**config.mk**
```make
export PLATFORM = sky130hd
export DESIGN_NAME = btn_cmd_gen
export DESIGN_NICKNAME = d
export VERILOG_FILES = /design/src/rtl/btn_cmd_gen.sv
export SDC_FILE = /design/constraint.sdc
export NUM_CORES = 1
export LEC_CHECK = 0
export ABC_AREA = 1
export CORE_MARGIN = 1
export CORE_UTILIZATION = 43
export CTS_BUF_LIST = sky130_fd_sc_hd__clkbuf_16
export CTS_CLUSTER_SIZE = 12
export DETAILED_ROUTE_END_ITERATION = 6
export DONT_BUFFER_PORTS = 1
export SLEW_MARGIN = 30
export SYNTH_ARGS = -nofsm -noshare
export SYNTH_HDL_FRONTEND = slang
export SYNTH_SLANG_ARGS = --single-unit
```
**constraint.sdc**
```tcl
create_clock -name clk -period 3.45 [get_ports clk]
set_input_delay 0.345 -clock clk [delete_from_list [all_inputs] [get_ports clk]]
set_output_delay 0.345 -clock clk [all_outputs]
set_load 0.03 [all_outputs]
```
**src/rtl/btn_cmd_gen.sv**
```systemverilog
// Pushbutton command generator: synchronizes and debounces three raw buttons,
// turns debounced presses into timer commands, and waits for the timer to
// acknowledge each command before it accepts the next press.
//
// Ports:
//   clk        rising-edge clock
//   rst        asynchronous active-low reset
//   btn_start  raw start button (async, active-high)
//   btn_stop   raw stop button (async, active-high)
//   btn_reset  raw stop-and-reset button (async, active-high)
//   state      timer state: 00 INIT, 01 START, 10 STOP, 11 STOP_RESET
//   cmd        registered command: 00 none, 01 start, 10 stop, 11 stop-and-reset
//   busy       high while a command is issued or awaiting acknowledge
//   drop       one-cycle pulse when press events are discarded
//   timeout    one-cycle pulse when a command is not acknowledged in time
module btn_cmd_gen #(
    parameter int unsigned DEB_CYCLES  = 4,
    parameter int unsigned ACK_TIMEOUT = 8
) (
    input  logic       clk,
    input  logic       rst,
    input  logic       btn_start,
    input  logic       btn_stop,
    input  logic       btn_reset,
    input  logic [1:0] state,
    output logic [1:0] cmd,
    output logic       busy,
    output logic       drop,
    output logic       timeout
);

    localparam int unsigned CW   = 8;
    localparam int unsigned NBTN = 3;

    localparam logic [1:0] S_IDLE  = 2'd0;
    localparam logic [1:0] S_ISSUE = 2'd1;
    localparam logic [1:0] S_WAIT  = 2'd2;

    localparam logic [1:0] CMD_NONE  = 2'b00;
    localparam logic [1:0] CMD_START = 2'b01;
    localparam logic [1:0] CMD_STOP  = 2'b10;
    localparam logic [1:0] CMD_RST   = 2'b11;

    localparam logic [1:0] T_INIT  = 2'b00;
    localparam logic [1:0] T_START = 2'b01;
    localparam logic [1:0] T_STOP  = 2'b10;
    localparam logic [1:0] T_RST   = 2'b11;

    // Bit order: [0] start, [1] stop, [2] reset
    logic [NBTN-1:0] w_btn;
    logic [NBTN-1:0] r_sync1;
    logic [NBTN-1:0] r_sync2;
    logic [NBTN-1:0] r_deb;
    logic [NBTN-1:0] r_press;
    logic [CW-1:0]   r_cnt [NBTN];

    logic [1:0]    r_fsm,  w_fsm_nxt;
    logic [1:0]    r_cmd,  w_cmd_nxt;
    logic [1:0]    r_kind, w_kind_nxt;
    logic [CW-1:0] r_wcnt, w_wcnt_nxt;
    logic          r_busy, w_busy_nxt;
    logic          r_drop, w_drop_nxt;
    logic          r_to,   w_to_nxt;

    logic [1:0] w_req;
    logic       w_multi;
    logic       w_legal;
    logic       w_ack;

    assign w_btn = {btn_reset, btn_stop, btn_start};

    // Synchronizers and debouncers; r_press is a one-cycle pulse on a debounced rise
    always_ff @(posedge clk or negedge rst) begin
        if (!rst) begin
            r_sync1 <= '0;
            r_sync2 <= '0;
            r_deb   <= '0;
            r_press <= '0;
            for (int i = 0; i < NBTN; i++) r_cnt[i] <= '0;
        end else begin
            r_sync1 <= w_btn;
            r_sync2 <= r_sync1;
            for (int i = 0; i < NBTN; i++) begin
                r_press[i] <= 1'b0;
                if (r_sync2[i] != r_deb[i]) begin
                    if (r_cnt[i] == CW'(DEB_CYCLES - 1)) begin
                        r_deb[i]   <= r_sync2[i];
                        r_cnt[i]   <= '0;
                        r_press[i] <= r_sync2[i];
                    end else begin
                        r_cnt[i] <= r_cnt[i] + CW'(1);
                    end
                end else begin
                    r_cnt[i] <= '0;
                end
            end
        end
    end

    // Priority reset > stop > start, legality of the winner, and acknowledge match
    always_comb begin
        w_req   = CMD_NONE;
        w_legal = 1'b0;
        w_ack   = 1'b0;
        w_multi = (r_press[0] & r_press[1]) | (r_press[0] & r_press[2]) |
                  (r_press[1] & r_press[2]);
        if (r_press[2])      w_req = CMD_RST;
        else if (r_press[1]) w_req = CMD_STOP;
        else if (r_press[0]) w_req = CMD_START;
        case (w_req)
            CMD_START: w_legal = (state == T_INIT) || (state == T_STOP);
            CMD_STOP:  w_legal = (state == T_START);
            CMD_RST:   w_legal = (state == T_START) || (state == T_STOP);
            default:   w_legal = 1'b0;
        endcase
        case (r_kind)
            CMD_START: w_ack = (state == T_START);
            CMD_STOP:  w_ack = (state == T_STOP);
            CMD_RST:   w_ack = (state == T_RST) || (state == T_INIT);
            default:   w_ack = 1'b0;
        endcase
    end

    // Next-state and next-output logic
    always_comb begin
        w_fsm_nxt  = r_fsm;
        w_cmd_nxt  = CMD_NONE;
        w_kind_nxt = r_kind;
        w_wcnt_nxt = r_wcnt;
        w_busy_nxt = 1'b0;
        w_drop_nxt = 1'b0;
        w_to_nxt   = 1'b0;
        case (r_fsm)
            S_IDLE: begin
                if (w_req != CMD_NONE) begin
                    if (w_legal) begin
                        w_cmd_nxt  = w_req;
                        w_kind_nxt = w_req;
                        w_busy_nxt = 1'b1;
                        w_drop_nxt = w_multi;
                        w_fsm_nxt  = S_ISSUE;
                    end else begin
                        w_drop_nxt = 1'b1;
                    end
                end
            end
            S_ISSUE: begin
                w_drop_nxt = |r_press;
                w_busy_nxt = 1'b1;
                w_wcnt_nxt = '0;
                w_fsm_nxt  = S_WAIT;
            end
            S_WAIT: begin
                w_drop_nxt = |r_press;
                if (w_ack) begin
                    w_fsm_nxt = S_IDLE;
                end else if (r_wcnt == CW'(ACK_TIMEOUT - 1)) begin
                    w_to_nxt  = 1'b1;
                    w_fsm_nxt = S_IDLE;
                end else begin
                    w_busy_nxt = 1'b1;
                    w_wcnt_nxt = r_wcnt + CW'(1);
                end
            end
            default: w_fsm_nxt = S_IDLE;
        endcase
    end

    // State and output registers
    always_ff @(posedge clk or negedge rst) begin
        if (!rst) begin
            r_fsm  <= S_IDLE;
            r_cmd  <= CMD_NONE;
            r_kind <= CMD_NONE;
            r_wcnt <= '0;
            r_busy <= 1'b0;
            r_drop <= 1'b0;
            r_to   <= 1'b0;
        end else begin
            r_fsm  <= w_fsm_nxt;
            r_cmd  <= w_cmd_nxt;
            r_kind <= w_kind_nxt;
            r_wcnt <= w_wcnt_nxt;
            r_busy <= w_busy_nxt;
            r_drop <= w_drop_nxt;
            r_to   <= w_to_nxt;
        end
    end

    assign cmd     = r_cmd;
    assign busy    = r_busy;
    assign drop    = r_drop;
    assign timeout = r_to;

endmodule
```
* Yosys cells after proc, flatten, opt, wreduce, memory -nomap -nowiden *
Cells that the tools add are included.

storage, ports and cells
  bits in registers = 53
  input port bits = 7

operators by class
  equality and inequality tests = 23
  muxes and demuxes = 39
  reductions and logical operators = 15
  add/sub/neg operators = 4
  bitwise logic cells = 5

operators by type and width
  operator             count
  $mux 8               8
  $add 8x1->8 const B  4
  $eq 8x2->1 const B   3
  $mux 2               9
  $mux 1               16
  $pmux 8 s2           1
  $eq 2x2->1 const B   7
  $pmux 1 s3           3
  $reduce_and 3->1     3
  $eq 2x1->1 const B   4
  $eq 8x3->1 const B   1
  $ne 2x2->1 const B   4
  $pmux 2 s3           1
  $reduce_and 2->1     3
  $logic_not 2->1      2
  $reduce_bool 2->1    2
  $and 1x1->1          3
  $logic_or 1x1->1     3
  $ne 1x1->1           3
  $ne 3x3->1 const B   1
  $reduce_or 3->1      1
  $or 1x1->1           2
  $pmux 1 s2           1
  $reduce_or 2->1      1

* Depth between registers and ports, before layout *
Gate-level depths: netlist of the first run.

  depth after elaboration = 8
  mapped depth = 10
  depth with buffers taken out = 10

* Worst setup path before layout of the first run *
Ideal clock, no wire load.

  path kind = flip-flop to flip-flop
  from = register r_wcnt[0]
  to = register r_wcnt[0]
  stages on the path, launching flop included = 9
  setup time = 0.117 ns
  data arrival time = 1.226 ns
  slack = 2.107 ns
  cell sequence = dfrtp_1 > ha_1 > nand3_1 > nor2_2 > nor2_2 > nand2_4 > buf_6 > nand3_1 > nand2_1

on the way
  cells in the longest elaborated chain, start to end = 4
  elaborated cells on any way between the ends = 7
  those cells by class = add/sub: 1; eq/ne: 2; mux: 3; reduce/logical: 1

ends and longest elaborated chain
  element                   RTL line  text
  start: declaration        60        logic [CW-1:0] r_wcnt, w_wcnt_nxt;
  start signal: assignment  183       r_wcnt <= w_wcnt_nxt;
  $add 8x1->8               162       w_wcnt_nxt = r_wcnt + CW'(1);
  $mux 8                    157       end else if (r_wcnt == CW'(ACK_TIMEOUT - 1)) begin
  $mux 8                    155       if (w_ack) begin
  $pmux 8 s2                133       case (r_fsm)

Several ways; a longest one is shown, not always the timed one. The select of a mux whose other input is x is not followed.
A chain may end at the register's enable or synchronous reset.

* Worst setup path after layout of the first run *
  from = register r_wcnt[0]
  to = register r_wcnt[5]

Same word-level chain as after synthesis.

==> impl_metrics.tcl, run 1 <==
set metrics [dict create \
    run_status "completed" \
    finalHoldViolCount 0 \
    detail_route.wirelength_mm 4.26 \
    final_nets 348 \
    yosysMostFrequentCell "nand2_1" \
    critical_path_peak_fanout 13 \
    cts_root_buffer "clkbuf_16" \
    starting_density_of_the_core_pct 44.4 \
    synth-warning-count 0 \
    power_leakage_uw 0.00140 \
    setup_total_negative_slack_ns 0 \
    yosys.area.top_type "dfrtp_1" \
    first_global_vias 1905 \
    fp.dieH_um 79.9 \
    criticalPathCategory "reg2reg" \
    max-clock-path-buffers 2 \
    power_per_standard_cell_area_nw_per_um2 586 \
    gr-usage-all-layers_pct 15.4 \
    tritoncts.num_buffers 5 \
    placed_area_sq_um 2680 \
    drt_first_pass_iters 4 \
    postRouteAntennaNets 0 \
    largest_net_degree_at_the_start_of_global_routing 54 \
    cp-start-kind "flip-flop" \
    globalRouteMet2Util_pct 26.8 \
    tightestPinTransition_ns 0.363 \
    gp_congestion 0.838 \
    synth_enable_flop_cells 0 \
    timing.fmax_mhz 665 \
    mappedNetlistArea_sq_um 2610 \
    global_route.usage.met3_pct 3.20 \
    synth_area_per_cell_sq_um 8.09 \
    max_cap_viol_count 0 \
    finalCriticalPeriod_ns 1.50 \
    global_route_wire_length_before_repair_mm 7.71 \
    global_route.overflow_total 0 \
    clock-sinks 53 \
    post_placement_setup_slack_ns 1.97 \
    worst_slack_ns 1.95 \
    drc 0 \
    number_of_antenna_violations_at_the_first_check_in_global_routing 0 \
    worst_skew_pair.late_latency_ns 0.29 \
    grt_setup_unrepaired "no" \
    clkTransAtPathRegs_ns 0.07 \
    synth_area_leaders "dfrtp_1 (51%), nand2_1 (11%), nor2_1 (7.5%)" \
    post_route_cells_drive_above_1_share_pct 6.34 \
    detail_route.iter0.violations 68 \
    ios 12 \
    globalRouteMet1Util_pct 18.4 \
    clock-skew-final_ns 0.00659 \
    netlist_top_cells_count "nand2_1 (80), dfrtp_1 (53), nor2_1 (52)" \
    post-synth-top-area-fraction_pct 50.8 \
    min_path_type "in2reg" \
    core_sq_um 5890 \
    floorplan.die.width_um 79.9 \
    slew_headroom_pct 75.7 \
    postCtsSetupBuffers 0 \
    dpl.cell_count 396 \
    final-setup-viol-count 0 \
    antenna-diode-count 0 \
    die-area_sq_um 6390 \
    dp_hpwl_mm 3.07 \
    core.rowCount 28 \
    post_layout_nonfiller_instances 406 \
    finalCritPeriodShare_pct 43.6 \
    via_per_inst 4.84 \
    crit_arrival_ns 1.68 \
    timing.final.max_slew_violations 0 \
    most_used_flip_flop_cell_after_synthesis "dfrtp_1" \
    synth.net_count 341 \
    irDropWorstVdd_mv 0.334 \
    total_power_uw 1680 \
    yosys_register_bits 53 \
    end_kind "flip-flop" \
    seq_area_frac_synth_pct 50.8 \
    cp_data_required_time_ns 3.63 \
    postSynth.asyncResetShare_pct 100 \
    detail_route.wl_per_cell_um 10.5 \
    postSynthCellCount 323 \
    tritoncts "done" \
    io_buffers 0 \
    area_added_between_synthesis_and_finish_pct 9.63 \
    synth_unique_cells 26 \
    cts.htree.levels 2 \
    via_count_of_the_routed_design 1966 \
    busiest_layer "met2" \
    final_cell_area_sq_um 2860 \
]
[repair_timing]
item,4_1_cts,5_1_grt
setup endpoints to repair,0,0
resized for setup,0,0
endpoints found under the hold margin,53,0
hold buffers,2,0
[worst paths after layout]
kind                                 start         end  slack (ns)  depth (start not counted)
worst min-delay path             btn_start  r_sync1[0]        0.08                          0
min in group asynchronous              rst   r_cnt[10]        0.58                          2
worst max-delay path             r_wcnt[0]   r_wcnt[5]        1.95                          8
worst min register to register  r_sync1[2]  r_sync2[2]        0.35                          0
worst max register to register   r_wcnt[0]   r_wcnt[5]        1.95                          8
max in group asynchronous              rst   r_cnt[20]        2.65                          2
[final cells by class]
class,instances,area [sq um]
Multi-Input combinational cell,222,1090
Fill cell,593,3020
Tap cell,75,93.8
Clock buffer,5,125
Timing Repair Buffer,2,37.5
Inverter,46,173
Sequential cell,53,1330
Clock inverter,3,17.5
[routing by layer]
layer	part of all wire, %	wire [um]	vias to the layer above
met5	0	0	-
met4	1.2	53	0
met3	2.6	111	7
met2	48	2040	23
met1	48	2050	916
li1	-	-	1020
[cells by family after synthesis]
| kind of cell | share of synthesized area, % |
|---|---|
| XOR/XNOR | 2.01 |
| AO/OA/AOI/OAI | 5.41 |
| flip-flops | 50.8 |
| adder cells (fa/ha/maj) | 5.27 |
| buffers and inverters | 7.47 |
| AND/OR/NAND/NOR | 29.1 |
[placed cells by master (no fill, tap or decap), types with 2 or more instances in the layout]
cell type,Yosys,final
nand4_1,4,4
nor3_1,2,2
a21oi_1,5,5
xor2_1,3,3
clkinv_2,0,2
xnor2_1,3,3
nor2_1,52,52
o21ai_1,11,11
nor2_2,3,3
clkbuf_16,0,5
nand3_1,31,31
inv_2,5,5
o21ai_0,6,6
ha_1,11,11
dfrtp_1,53,53
inv_1,40,40
nand2_1,80,80
o21bai_1,2,2
nor3b_1,2,2
[flip-flops by register name (all words and copies together) (netlist names)]
signal and flops:
r_cnt 24, r_deb 3, r_fsm 2, r_kind 2
drop 1, r_sync2 3, r_press 3, r_wcnt 8
cmd 2, timeout 1, busy 1, r_sync1 3
[per-stage QoR]
step                      hold WS (ns)  util (%)
after floorplan                 0.0494         -
after global routing            0.0675      48.7
after global placement          0.0518      45.6
after CTS                       0.0769      48.7
final                           0.0811      48.7
after detailed placement        0.0518      45.6
[critical path, stage by stage (launching register included)]
cell and delay (ns):
dfrtp_1 0.41, ha_1 0.26, nand3_1 0.11, nor2_2 0.15, nor2_2 0.06, nand2_4 0.13, nand2_2 0.13, nand2_1 0.10
nand2_1 0.05
[power breakdown]
part	leakage (uW)	total [uW]	internal, uW	switching [uW]
clock	0.0000696	484	266	218
combinational	0.000614	398	133	264
sequential	0.000713	796	711	84.7
total	0.00140	1680	1110	566
No activity file was read; power rests on OpenSTA's default activity.
==> run 2: changes to the inputs <==
==> constraint.sdc (replaced) <==
create_clock -name clk -period 1.4 [get_ports clk]
set_input_delay 0.14 -clock clk [delete_from_list [all_inputs] [get_ports clk]]
set_output_delay 0.14 -clock clk [all_outputs]
set_load 0.03 [all_outputs]
==> impl_metrics.tcl, run 2 (same netlist as run 1, synthesis figures left out) <==
set metrics [dict create \
    run_status "finished, violations left" \
    failed_checks "hold timing" \
    detail_route.wirelength_mm 4.69 \
    die-area_sq_um 6390 \
    power_per_standard_cell_area_nw_per_um2 1480 \
    dp_hpwl_mm 3.34 \
    floorplan.die.width_um 79.9 \
    core_sq_um 5890 \
    timing.fmax_mhz 750 \
    hold_buffers 3 \
    finalCritPeriodShare_pct 95.2 \
    flip_flop_count_of_the_largest_register_after_layout 24 \
    met2WireLength_mm 2.32 \
    clock-skew-final_ns 0.00284 \
    min_path_type "in2async" \
    timing.final.max_slew_violations 0 \
    worst_hold_margin_ns -0.455 \
    max_cap_viol_count 0 \
    clock-sinks 53 \
    final-setup-viol-count 0 \
    global_route.overflow_total 0 \
    criticalPathCategory "reg2reg" \
    io_buffers 0 \
    highest_layer "met4" \
    number_of_antenna_violations_at_the_first_check_in_global_routing 0 \
    setup.reg_to_reg.worst_slack_ns 0.07 \
    largest-register "r_cnt" \
    finalHoldViolCount 53 \
    clkTransAtPathRegs_ns 0.07 \
    timing.reg2reg.worst_path_depth 6 \
    starting_density_of_the_core_pct 44.4 \
    worstReg2RegEnd "r_wcnt[5]" \
    wl_met3_um 94 \
    final_cell_area_sq_um 2990 \
    drc 0 \
    commonest_cells_after_routing_fill_and_taps_aside "nand2_1 (77), dfrtp_1 (53), nor2_1 (52), inv_1 (40), nand3_1 (30)" \
    post_route_cells_drive_above_1_share_pct 10.9 \
    critical_path_peak_fanout 9 \
    setup_total_negative_slack_ns 0 \
    slew_headroom_pct 80.1 \
    drt_first_pass_iters 4 \
    core.rowCount 28 \
    fp.dieH_um 79.9 \
    largest_net_degree_at_the_start_of_global_routing 54 \
    max-clock-path-buffers 2 \
    end_kind "flip-flop" \
    utilization_pct 50.9 \
    cts.htree.levels 2 \
    global_route_wire_length_before_repair_mm 8.09 \
    gr-usage-all-layers_pct 16.5 \
    largestRegisters "r_cnt x24, r_wcnt x8" \
    area_added_between_synthesis_and_finish_pct 14.6 \
    via_count_of_the_routed_design 2032 \
    finalCriticalPeriod_ns 1.33 \
    mostFrequentLayoutCell "nand2_1" \
    first_global_vias 1955 \
    crit_arrival_ns 1.51 \
    ios 12 \
    n_fill_cell 569 \
    tightestPinTransition_ns 0.299 \
    worst_r2r_startpoint "r_fsm[0]" \
    detail_route.iter0.violations 101 \
    postRouteAntennaNets 0 \
    gp_congestion 0.791 \
    via_per_inst 4.88 \
    final_nets 358 \
    tritoncts "done" \
    power_leakage_uw 0.00145 \
    cp_data_required_time_ns 1.58 \
    cts_root_buffer "clkbuf_16" \
    antenna-diode-count 0 \
    irDropWorstVdd_mv 0.923 \
    cp-start-kind "flip-flop" \
    tritoncts.num_buffers 5 \
    detail_route.wl_per_cell_um 11.3 \
    worst_skew_pair.late_latency_ns 0.29 \
    wl_met1_mm 2.18 \
    placed_area_sq_um 2740 \
]
[run 2: critical path: stages (launching register included)]
cell and delay, ns:
dfrtp_1 0.42, buf_4 0.15, ha_1 0.23, nand2_2 0.19
nand2_4 0.11, nand2_1 0.08, nand2_1 0.05
[run 2: final cells by class]
type                       count  area, sq um  share of cell area (%)
multi-input combinational    223         1140                    38.2
clock inverter                 3         41.3                    1.38
timing repair buffer          11         90.1                    3.01
tap                           75         93.8                    3.14
inverter                      46          173                    5.77
clock buffer                   5          125                    4.18
sequential                    53         1330                    44.3
[run 2: how the worst max path moves through the flow]
| stage | startpoint | to | slack (ns) | cells after the start |
|---|---|---|---|---|
| floorplan | r_wcnt[0] | r_wcnt[0] | 0.06 | 8 |
| global placement | r_wcnt[1] | r_wcnt[5] | 0.07 | 8 |
| detailed placement | r_fsm[0] | r_wcnt[5] | 0.02 | 7 |
| CTS | r_fsm[0] | r_wcnt[5] | 0.009 | 7 |
| global route | r_fsm[0] | r_wcnt[5] | -0.03 | 8 |
| finish | r_fsm[0] | r_wcnt[5] | 0.07 | 6 |
[run 2: report_power, final]
part | switching, uW | internal [uW] | total, uW
clock | 529 | 837 | 1370
sequential | 215 | 1750 | 1970
combinational | 696 | 387 | 1080
total | 1440 | 2980 | 4420
[run 2: what timing repair did]
action | 4_1_cts | 5_1_grt
endpoints found under the hold margin | 56 | 53
buffers inserted | 0 | 1
resized for setup | 0 | 12
endpoints found under the setup margin | 0 | 13
[run 2: per-layer routing]
metal  track usage [%]  vias up
met1              19.0      964
met5                 0        -
met3              4.23        8
met4              6.07        0
li1                  -     1045
met2              29.2       15
[run 2: through the flow]
stage	std cells	total power [uW]	worst slack, ns
3_3_place_gp	403	2960	0.0711
2_1_floorplan	323	2750	0.0568
6_report	416	4420	0.0671
4_1_cts	414	4380	0.00902
5_1_grt	416	4730	-0.0300
3_5_place_dp	403	3000	0.0192
